**src/rtl/spi_bus_arbiter_pkg.sv**
```systemverilog
// Shared types and constants for the SPI bus arbiter.
package spi_bus_arbiter_pkg;

  // Arbiter FSM states.
  typedef enum logic [1:0] {
    ST_IDLE    = 2'd0,
    ST_GRANT_F = 2'd1,
    ST_GRANT_L = 2'd2,
    ST_GUARD   = 2'd3
  } state_e;

  // Encodings driven on grant_o.
  localparam logic [1:0] GNT_NONE  = 2'b00;
  localparam logic [1:0] GNT_FLASH = 2'b01;
  localparam logic [1:0] GNT_LUKS  = 2'b10;

  // Default timing parameters.
  localparam int DEF_GUARD_CYCLES   = 2;
  localparam int DEF_TIMEOUT_CYCLES = 4096;

endpackage

```
**src/rtl/spi_bus_arbiter_counter.sv**
```systemverilog
// Clearable saturating up-counter with a terminal-compare output, shared by
// the guard gap and the grant timeout (never active at the same time).
module arb_counter #(
  parameter int CNT_W = 13
) (
  input  logic             clk,
  input  logic             rstn,
  input  logic             clr_i,
  input  logic [CNT_W-1:0] term_i,
  output logic             hit_o
);

  logic [CNT_W-1:0] count_q, count_d;

  // Next count: clear wins, otherwise increment until saturated.
  always_comb begin
    count_d = count_q;
    if (clr_i) begin
      count_d = '0;
    end else if (count_q != {CNT_W{1'b1}}) begin
      count_d = count_q + CNT_W'(1);
    end
  end

  // Count register.
  // NOTE: sequential state is written with <= so every flop samples the
  // pre-edge values; a blocking = here would create order-dependent races.
  always_ff @(posedge clk or negedge rstn) begin
    if (!rstn) count_q <= '0;
    else       count_q <= count_d;
  end

  assign hit_o = (count_q == term_i);

endmodule

```
**src/rtl/spi_bus_arbiter.sv**
```systemverilog
// Round-robin arbiter sharing one SPI pin set between the flash and the
// light-sensor SPI masters, with an idle guard gap and a grant timeout.
module spi_bus_arbiter
  import spi_bus_arbiter_pkg::*;
#(
  parameter int GUARD_CYCLES   = DEF_GUARD_CYCLES,
  parameter int TIMEOUT_CYCLES = DEF_TIMEOUT_CYCLES,
  parameter int CNT_W          = 13
) (
  input  logic       clk,
  input  logic       rstn,
  input  logic       flash_valid_i,
  output logic       flash_ready_o,
  input  logic       luks_valid_i,
  output logic       luks_ready_o,
  output logic       flash_valid_o,
  input  logic       flash_ready_i,
  output logic       luks_valid_o,
  input  logic       luks_ready_i,
  input  logic       flash_sclk_i,
  input  logic       flash_ss_i,
  input  logic       flash_mosi_i,
  input  logic       luks_sclk_i,
  input  logic       luks_ss_i,
  output logic       spi_sclk_o,
  output logic       spi_mosi_o,
  output logic       flash_ss_o,
  output logic       luks_ss_o,
  output logic [1:0] grant_o,
  output logic       timeout_o
);

  localparam logic [CNT_W-1:0] TO_TERM = CNT_W'(TIMEOUT_CYCLES - 1);
  localparam logic [CNT_W-1:0] GD_TERM =
    CNT_W'((GUARD_CYCLES > 0) ? GUARD_CYCLES - 1 : 0);
  // Where a finished grant goes: straight to IDLE when there is no gap.
  localparam state_e ST_POST = (GUARD_CYCLES > 0) ? ST_GUARD : ST_IDLE;

  state_e     state_q, state_d;
  logic       last_luks_q, last_luks_d;   // 1: sensor was served last
  logic       flash_valid_q, flash_valid_d;
  logic       luks_valid_q, luks_valid_d;
  logic [1:0] grant_q, grant_d;
  logic [CNT_W-1:0] cnt_term;
  logic       cnt_clr, cnt_hit;

  // Counter restarts at zero on every state change.
  assign cnt_clr = (state_d != state_q);

  arb_counter #(.CNT_W(CNT_W)) u_cnt (
    .clk    (clk),
    .rstn   (rstn),
    .clr_i  (cnt_clr),
    .term_i (cnt_term),
    .hit_o  (cnt_hit)
  );

  // Next-state, round-robin pointer and completion/timeout pulses.
  // NOTE: every output of this block gets a default first so no path
  // through the case leaves one unassigned and infers a latch.
  always_comb begin
    state_d       = state_q;
    last_luks_d   = last_luks_q;
    flash_ready_o = 1'b0;
    luks_ready_o  = 1'b0;
    timeout_o     = 1'b0;
    cnt_term      = GD_TERM;
    unique case (state_q)
      ST_IDLE: begin
        if (flash_valid_i && (!luks_valid_i || last_luks_q)) state_d = ST_GRANT_F;
        else if (luks_valid_i)                               state_d = ST_GRANT_L;
      end
      ST_GRANT_F: begin
        cnt_term = TO_TERM;
        if (flash_ready_i) begin
          flash_ready_o = 1'b1;
          last_luks_d   = 1'b0;
          state_d       = ST_POST;
        end else if (cnt_hit) begin
          timeout_o   = 1'b1;
          last_luks_d = 1'b0;
          state_d     = ST_POST;
        end
      end
      ST_GRANT_L: begin
        cnt_term = TO_TERM;
        if (luks_ready_i) begin
          luks_ready_o = 1'b1;
          last_luks_d  = 1'b1;
          state_d      = ST_POST;
        end else if (cnt_hit) begin
          timeout_o   = 1'b1;
          last_luks_d = 1'b1;
          state_d     = ST_POST;
        end
      end
      ST_GUARD: begin
        if (cnt_hit) state_d = ST_IDLE;
      end
      default: state_d = ST_IDLE;
    endcase
  end

  // Registered start requests and grant code, derived from the next state.
  always_comb begin
    flash_valid_d = (state_d == ST_GRANT_F);
    luks_valid_d  = (state_d == ST_GRANT_L);
    grant_d       = GNT_NONE;
    if (state_d == ST_GRANT_F) grant_d = GNT_FLASH;
    if (state_d == ST_GRANT_L) grant_d = GNT_LUKS;
  end

  // State, pointer and output registers; reset releases the bus at once.
  // NOTE: reset is asynchronous so the pads drop to their idle levels
  // without waiting for a clock edge.
  always_ff @(posedge clk or negedge rstn) begin
    if (!rstn) begin
      state_q       <= ST_IDLE;
      last_luks_q   <= 1'b1;
      flash_valid_q <= 1'b0;
      luks_valid_q  <= 1'b0;
      grant_q       <= GNT_NONE;
    end else begin
      state_q       <= state_d;
      last_luks_q   <= last_luks_d;
      flash_valid_q <= flash_valid_d;
      luks_valid_q  <= luks_valid_d;
      grant_q       <= grant_d;
    end
  end

  assign flash_valid_o = flash_valid_q;
  assign luks_valid_o  = luks_valid_q;
  assign grant_o       = grant_q;

  // Pad mux: only the owner reaches the pads; SS of the other stays high.
  always_comb begin
    spi_sclk_o = 1'b0;
    spi_mosi_o = 1'b0;
    flash_ss_o = 1'b1;
    luks_ss_o  = 1'b1;
    if (state_q == ST_GRANT_F) begin
      spi_sclk_o = flash_sclk_i;
      spi_mosi_o = flash_mosi_i;
      flash_ss_o = flash_ss_i;
    end else if (state_q == ST_GRANT_L) begin
      spi_sclk_o = luks_sclk_i;
      luks_ss_o  = luks_ss_i;
    end
  end

endmodule

```
**config.mk**
```make
export PLATFORM = sky130hd
export DESIGN_NAME = spi_bus_arbiter
export DESIGN_NICKNAME = d
export VERILOG_FILES = /design/src/rtl/spi_bus_arbiter_pkg.sv /design/src/rtl/spi_bus_arbiter_counter.sv /design/src/rtl/spi_bus_arbiter.sv
export SDC_FILE = /design/constraint.sdc
export NUM_CORES = 1
export LEC_CHECK = 0
export CORE_MARGIN = 5
export CORE_UTILIZATION = 30
export DETAILED_ROUTE_END_ITERATION = 10
export GPL_ROUTABILITY_DRIVEN = 0
export SLEW_MARGIN = 15
export SYNTH_ARGS = -nofsm -noshare
export SYNTH_HDL_FRONTEND = slang
export SYNTH_SLANG_ARGS = --single-unit
```
**constraint.sdc**
```tcl
create_clock -name clk -period 6.2 [get_ports clk]
set_input_delay 0.93 -clock clk [delete_from_list [all_inputs] [get_ports clk]]
set_output_delay 0.93 -clock clk [all_outputs]
set_load 0.01 [all_outputs]
```
==> impl_metrics.ini, run 1 <==
[run_status]
status = complete, no violations

[synth]
synth_top_flop_cell = dfrtp_1
yosysSeqAreaShare_pct = 32.3
yosys_warnings = 0
postSynthAreaPerCell_um2 = 9.40
synth_top_cell_by_area = dfrtp_1
synth_nets = 165
ys_seq_elements = 18
yosysUniqueCellTypes = 47
synth_edf_count = 0
netlist_top_cells_area = dfrtp_1 30%, nor4_2 8.9%, ha_1 4.5%
synth_commonest_cells = 17 x dfrtp_1, 10 x nor4_2, 8 x nor2_1
synth_top_cell_area_share_pct = 30.4
synthesis.area_um2 = 1400
async_flop_share_pct = 100
yosysMostFrequentCell = dfrtp_1
synth_cells = 149

[route]
wl_met1_um = 1490
highest_layer = met4
vias_per_cell = 5.80
detail-route-antenna-nets = 0
drt-total-wl_um = 3340
drt_pass1_iterations = 4
wl_met3_um = 80
drc = 0
wl_met2_um = 1700
routedWlPerCell_um = 15.3
vias = 1264
drt_iter0_markers = 68

[timing]
setup_viol = 0
max_freq_mhz = 278
min_period_ns = 3.59
report.final.slew_viol_count = 0
hold_viol_final = 0
worst_pin_slew_ns = 1.16
fin_crit_sh_pct = 58.0
slew_headroom_pct = 22.6
rsz0062_at_grt = no
setup_tns_ns = 0
skew_ns = 0.00260

[finish]
syn2layout_area_growth_pct = 19.6
final_area_um2 = 1670
nNetsFinal = 183
antennaDiodeCount = 0
drive_gt1_share_pct = 13.3

[placement]
placed_area_um2 = 1630
port_buffers = 21
hpwl_um = 2530

[global_routing]
gr-total-overflow = 0
grt_usage_pct = 11.3
grt_pass1_vias = 1231
grt_max_degree = 19
grt_pass1_wl_um = 5690
antenna_found_initial = 0

[clock_network]
cts_tree = built
clk_latency_ns = 0.25
hold_buffers = 0
cts_root_buf = clkbuf_8
path_clk_slew_ns = 0.07
cts-htree-levels = 1
post_cts_resized = 0
clock-sinks = 18
clk_path_buf_depth = 2
cts_buffers = 3
post_cts_buffers = 0

[critical_path]
r2r-start = state_q[1]
reg2reg_to = u_cnt.count_q[5]
cp.required_ns = 5.27
cp-end-kind = primary output
criticalPathCategory = reg2out
cp-start-kind = register
path_max_fanout = 9
rr_worst_depth = 7
crit_arrival_ns = 2.66
reg2reg_slack_ns = 3.13
startpoint = state_q[1]
critical_path.endpoint = timeout_o

[floorplan]
die_h_um = 78.3
initial_core_util_pct = 31.5
die_w_um = 78.3
core_um2 = 4440
die-area_um2 = 6130
io_pins = 22
rows = 24

[pwr]
power_density_nw_per_um2 = 441
ir_drop_mv = 0.260
p_leak_nw = 0.629

[min_path]
hp-class = reg2reg

[job]
drv_cap = 0
==> registers in the layout, summed over array words and instances, names as in the netlist <==
signal / count
u_cnt.count_q: 13
grant_o: 2
state_q: 2
last_luks_q: 1
==> cell type report <==
| cell class | count | area [µm²] |
|---|---|---|
| inverters | 7 | 26.3 |
| fillers | 458 | 2770 |
| clock buffers | 4 | 45.0 |
| multi-input cells | 115 | 868 |
| repair buffers | 22 | 218 |
| well taps | 52 | 65.1 |
| flip-flops and latches | 18 | 452 |
==> layout by cell type, fill, tap and decap left out, drive strengths merged, types with 6 or more instances in the layout <==
cell type,instances
clkdlybuf4s50,21
dfrtp,17
inv,7
nand2,7
nand3,8
nand4,6
nor2,8
nor4,17
o21ai,8
xor2,7
==> worst min path at each step <==
stage / start / to / depth (start not counted)
finish: last_luks_q / last_luks_q / 1
global route: last_luks_q / last_luks_q / 1
CTS: last_luks_q / last_luks_q / 1
detailed placement: last_luks_q / last_luks_q / 1
global placement: last_luks_q / last_luks_q / 1
floorplan: last_luks_q / last_luks_q / 1
==> kinds of logic after synthesis <==
family | Yosys count | share of synthesized area [%]
adder cells (fa/ha/maj) | 5 | 4.47
flip-flops | 18 | 32.3
AND/OR/NAND/NOR | 66 | 32.3
multiplexers | 3 | 2.23
AO/OA/AOI/OAI | 31 | 16.8
buffers and inverters | 16 | 5.72
XOR/XNOR | 10 | 6.26
==> worst max-delay path, cell delays in order (launching register included) <==
cell and delay, ns:
dfrtp_1 0.51, inv_1 0.13, ha_1 0.41, nor4_1 0.30, o21a_1 0.23, nand3_4 0.14
nor2_1 0.14, clkdlybuf4s50_1 0.55
==> metal layers <==
layer	up-vias	track usage (%)
met1	626	14.5
met2	29	19.3
met4	0	4.72
met5	-	0
li1	602	-
met3	7	1.03
==> through the flow <==
| stage | total power, W | utilization (%) | cells | hold WS, ns | setup WS, ns |
|---|---|---|---|---|---|
| after floorplan | 0.000536 | - | 149 | 0.503 | 3.47 |
| after global placement | 0.000635 | 36.7 | 214 | 0.532 | 2.97 |
| after detailed placement | 0.000652 | 36.7 | 214 | 0.531 | 2.91 |
| after CTS | 0.000741 | 37.7 | 218 | 0.546 | 2.61 |
| after global routing | 0.000796 | 37.7 | 218 | 0.572 | 2.44 |
| final | 0.000739 | 37.7 | 218 | 0.543 | 2.61 |
==> power by group <==
group,internal (W),switching (W)
clock,0.0000456,0.0000392
sequential,0.000143,0.0000272
combinational,0.000186,0.000298
(Power assumes the default switching activity.)
==> inputs of run 2 (changes only) <==
==> constraint.sdc (replaced) <==
create_clock -name clk -period 3.27 [get_ports clk]
set_input_delay 0.4905 -clock clk [delete_from_list [all_inputs] [get_ports clk]]
set_output_delay 0.4905 -clock clk [all_outputs]
set_load 0.01 [all_outputs]
==> run 2 against run 1 <==
Against the previous run:
- final area increased by 1.3%
- count of clock-buffer cells in the layout unchanged
- first-iteration DRC count down 44%
- flip-flop and latch count stayed put
- clock skew is 0.0017 ns higher
- wire length rose by 1.6%
- sequential share of layout area shrank 0.28 points
- total power up 94%
- hold slack better by 0.011 ns
- largest power group unchanged
==> impl_metrics.ini, run 2 (synthesized netlist as in run 1, its figures left out) <==
[floorplan]
io_pins = 22
die_h_um = 78.3
initial_core_util_pct = 31.5
die-area_um2 = 6130
rows = 24
die_w_um = 78.3
core_um2 = 4440

[critical_path]
path_delay_family = buffers and inverters
criticalPathCategory = reg2out
cp_num_buf_inv = 2
cp-end-kind = primary output
reg2reg_to = u_cnt.count_q[4]
cp.required_ns = 2.78
crit_arrival_ns = 2.59
path_max_fanout = 8
critPathMaxStageDelay_ns = 0.55
rr_worst_depth = 8
reg2reg_slack_ns = 0.82
cp-start-kind = register
cp_cell_sequence = inv_1 -> ha_1 -> nor4_1 -> o21a_1 -> nand3_4 -> nor2_1 -> clkdlybuf4s50_1
critPathSlowestCell = clkdlybuf4s50_1
r2r-start = state_q[0]

[timing]
hold_viol_final = 0
worst_pin_slew_ns = 0.798
slew_headroom_pct = 46.6
skew_ns = 0.00431
report.final.slew_viol_count = 0
rsz0062_at_grt = no
fin_crit_sh_pct = 94.1
setup_viol = 0
max_freq_mhz = 325
setup_tns_ns = 0
min_period_ns = 3.08

[clock_network]
path_clk_slew_ns = 0.07
cts_root_buf = clkbuf_8
clock-sinks = 18
cts_tree = built
clk_path_buf_depth = 2
cts-htree-levels = 1
cts_buffers = 3
clk_latency_ns = 0.26

[global_routing]
grt_pass1_vias = 1243
gr-total-overflow = 0
grt_usage_pct = 11.5
antenna_found_initial = 0
grt_max_degree = 19
grt_pass1_wl_um = 5740

[pwr]
intPower_w = 0.000736
ir_drop_mv = 0.887
seqPwrFrac_pct = 22.6
p_sw_share_pct = 48.7
p_switching_w = 0.000698
power_frac_comb_pct = 66.1
clkPwrFrac_pct = 11.3
p_leak_nw = 0.641
finalPower_w = 0.00143
power_density_nw_per_um2 = 845

[finish]
top_register = u_cnt.count_q
nNetsFinal = 185
most-common-layout-cells = 21 x clkdlybuf4s50_1, 16 x dfrtp_1, 10 x nor4_2, 8 x nor2_1
antennaDiodeCount = 0
drive_gt1_share_pct = 15.5
layout_commonest_cell = clkdlybuf4s50_1
syn2layout_area_growth_pct = 21.2
largest_register_ffs = 13
final_area_um2 = 1700
final_core_util_pct = 38.2

[route]
vias = 1249
routedWlPerCell_um = 15.4
drc = 0
detail-route-antenna-nets = 0
vias_per_cell = 5.68
drt-total-wl_um = 3400
drt_iter0_markers = 38
drt_pass1_iterations = 4

[min_path]
hold_end = last_luks_q
timing.hold.worst.start = last_luks_q
hold_depth = 1
hp-class = reg2reg

[job]
drv_cap = 0

[placement]
placed_area_um2 = 1640
port_buffers = 21
hpwl_um = 2520

[run_status]
status = complete, no violations
-- run 2: worst max path at each step --
stage	startpoint	endpoint	slack (ns)	cells past startpoint
floorplan	state_q[1]	u_cnt.count_q[0]	0.95	9
global placement	state_q[1]	timeout_o	0.51	7
detailed placement	state_q[1]	timeout_o	0.42	7
CTS	state_q[1]	timeout_o	0.13	7
global route	state_q[0]	timeout_o	0.003	7
finish	state_q[0]	timeout_o	0.19	7
-- run 2: through the flow --
| stage | setup slack, ns | hold slack (ns) | instances |
|---|---|---|---|
| 2_1_floorplan | 0.945 | 0.195 | 149 |
| 3_3_place_gp | 0.507 | 0.530 | 216 |
| 3_5_place_dp | 0.415 | 0.549 | 216 |
| 4_1_cts | 0.133 | 0.555 | 220 |
| 5_1_grt | 0.00332 | 0.570 | 220 |
| 6_report | 0.192 | 0.554 | 220 |
-- run 2: metal layers --
metal	global-route usage (%)	wire (µm)	up-vias
met5	0	0	-
li1	-	-	606
met1	14.1	1450	598
met4	4.72	56	0
met3	2.17	134	6
met2	19.7	1750	39
-- run 2: layout make-up --
cell class	instances	area [µm²]
Clock buffer	4	45.0
Fill cell	453	2750
Inverter	7	26.3
Multi-Input combinational cell	115	875
Sequential cell	18	453
Tap cell	52	65.1
Timing Repair Buffer	24	233
-- run 2: power by group through the flow --
| stage | combinational [W] | sequential [W] | clock [W] |
|---|---|---|---|
| after floorplan | 0.000699 | 0.000317 | 0 |
| after global placement | 0.000907 | 0.000322 | 0 |
| after detailed placement | 0.000934 | 0.000324 | 0 |
| after CTS | 0.000937 | 0.000322 | 0.000163 |
| after global routing | 0.00104 | 0.000329 | 0.000177 |
| final | 0.000948 | 0.000323 | 0.000162 |
-- run 2: repair_timing --
action	CTS	global route
hold buffers	0	0
endpoints found under the hold margin	0	0
resized for setup	0	2
buffers inserted	0	0
setup endpoints to repair	0	1
-- run 2: worst register-to-register path, cell delays in order (launching register included) --
cell and delay [ns]:
dfrtp_1 0.41, inv_1 0.20, ha_1 0.37, nor4_1 0.28, o21ai_0 0.19, o41ai_2 0.36, a31oi_2 0.06, buf_4 0.21
nor4_1 0.27
==> edit (config.mk and constraints of run 2) <==
Encoding of `state_e`: now one-hot (4 bits for 4 states).
--- a/src/rtl/spi_bus_arbiter_pkg.sv
+++ b/src/rtl/spi_bus_arbiter_pkg.sv
@@ -3,9 +3,9 @@
 
   // Arbiter FSM states.
-  typedef enum logic [1:0] {
-    ST_IDLE    = 2'd0,
-    ST_GRANT_F = 2'd1,
-    ST_GRANT_L = 2'd2,
-    ST_GUARD   = 2'd3
+  typedef enum logic [3:0] {
+    ST_IDLE    = 4'b0001,
+    ST_GRANT_F = 4'b0010,
+    ST_GRANT_L = 4'b0100,
+    ST_GUARD   = 4'b1000
   } state_e;
 
Function: same outputs for any inputs over 10 cycles, from zero or initial values and one cycle with rstn low; not proved beyond that.
==> edit against run 2 <==
  * Synthesized cell count fell by 6.7%
  * Sequential cell count grew 3
  * Setup slack better by 0.36 ns
  * Synthesized area is 6.1% lower
  * Wire length is 17% lower
  * Cell area down 7.6%
  * Count of clock-buffer cells in the layout shrank 1
  * Largest cell class unchanged
Power is not compared: it rests on default switching activity, and its combinational part moved more than twofold at a synthesized area within 25%.
==> edit: results (changes against run 2) <==
stage,metric,value,unit,change
yosys,yosys-top-cells-area,"dfrtp_1, xor2_1, nor2_1",,
clocking,cts_inserted_buffers,3,,unchanged
final_layout,largest_reg_flops,13,,unchanged
grt,antenna_found_initial,0,,unchanged
worst_setup_path,critPathMaxFanout,9,,+1
placed_design,dpl_cell_area,1520,um^2,-7.5%
yosys,synthesis.nets,151,,-8.5%
yosys,synth_cell_types,43,,-8.5%
placed_design,dpl.hpwl,2160,um,-14%
worst_setup_path,reg2reg_depth,5,,-3
min_path,hp-start,last_luks_q,,
worst_setup_path,rrSetupSlack,1.29,ns,+0.47 ns
yosys,yosysSeqAreaShare,40.2,%,+7.9 points
routing,drc,0,,unchanged
yosys,synth.top_cells.by_count,"dfrtp_1, nor2_1, o21ai_0",,
timing,slew-limit-headroom,36.6,%,-10 points
min_path,holdPathStages,1,,unchanged
clocking,path_clk_slew,0.07,ns,about the same
clocking,cts_root_buf,clkbuf_8,,
worst_setup_path,critPathArrivalTime,2.23,ns,-0.36 ns
routing,wl_per_cell,13.6,um,-12%
routing,dr.pass1.iters,5,,+1
outcome,status,completed,,
power_and_ir_drop,ir_worst_vdd,0.000230,V,
clocking,post_cts_resized,0,,unchanged
yosys,yosysWarnings,0,,unchanged
routing,drt_iter0_drc,78,,+110%
grt,grt_pass1_wl,4990,um,-13%
final_layout,fin_nets,169,,-8.6%
worst_setup_path,r2r-end,u_cnt.count_q[3],,
grt,grt_pass1_vias,1091,,-12%
final_layout,layout-drive-gt1-share,8.97,%,-6.5 points
clocking,insertion_delay,0.26,ns,about the same
grt,track_usage,10.3,%,-1.2 points
timing,fin_worst_skew,0.00125,ns,-0.00306 ns
grt,grt_max_degree,22,,+3
routing,drt-vias-per-instance,5.19,,-8.5%
clocking,cts-htree-levels,1,,unchanged
worst_setup_path,reg2reg_from,state_q[3],,
min_path,whs_endpoint,last_luks_q,,
==> edit: cell types whose count changed after synthesis, sizes merged, moves of 4 or more <==
| cell | run 2 | this run |
|---|---|---|
| nand2b | 1 | 6 |
| nor4 | 17 | 4 |
| ha | 5 | 1 |
| inv | 7 | 1 |
| nor2 | 8 | 17 |
| nor3 | 2 | 7 |
==> edit: worst max-delay path by stage <==
stage	start	end	slack (ns)	cells after the start
after floorplan	state_q[0]	timeout_o	1.28	5
after global placement	state_q[2]	timeout_o	0.83	6
after detailed placement	state_q[1]	timeout_o	0.84	6
after CTS	state_q[1]	timeout_o	0.54	6
after global routing	state_q[1]	timeout_o	0.45	6
final	state_q[1]	timeout_o	0.55	6
==> edit: logic make-up (layout without fill, tap and decap cells) <==
kind of cell	count (synthesis)	count (layout)	synth area share (%)
buffers and inverters	10	27	6.09
AOI/OAI and AO/OA	24	24	11.5
and+or+nand+nor	73	73	34.5
adders and majority gates	1	1	0.951
DFF	21	21	40.2
muxes	1	1	0.761
xor gates and xnor gates	9	9	5.99
==> edit: critical path: stages, from the launching register on <==
cell and delay (ns):
dfrtp_1 0.48, xnor2_1 0.18, or3_4 0.37, nor4_1 0.18
a21oi_1 0.07, a21oi_1 0.13, clkdlybuf4s50_1 0.56
==> edit: cell type report <==
class                   count  area (um^2)
clock buffers               3         41.3
clock inverters             1         5.00
fillers                   447         2730
inverters                   1         3.75
multi-input cells         108          707
flip-flops and latches     21          528
well taps                  52         65.1
repair buffers             22          218
==> edit: metal layers <==
layer / share of wire, % / vias to the layer above / global-route usage, %
li1: - / 539 / -
met4: 1.5 / 0 / 3.15
met5: 0 / - / 0
met3: 6.3 / 6 / 3.31
met1: 49 / 499 / 13.4
met2: 44 / 36 / 16.2
==> edit: power by group <==
group	leakage (uW)	switching, uW	internal (uW)
logic	0.000295	189	171
registers	0.000282	70.2	314
clock network	0.0000255	84.3	84.9
total	0.000602	344	569
==> edit: metrics by stage <==
stage,cells,worst slack [ns],hold slack (ns)
2_1_floorplan,139,1.28,0.195
3_3_place_gp,204,0.833,0.481
3_5_place_dp,204,0.838,0.484
4_1_cts,208,0.544,0.495
5_1_grt,208,0.447,0.509
6_report,208,0.549,0.493
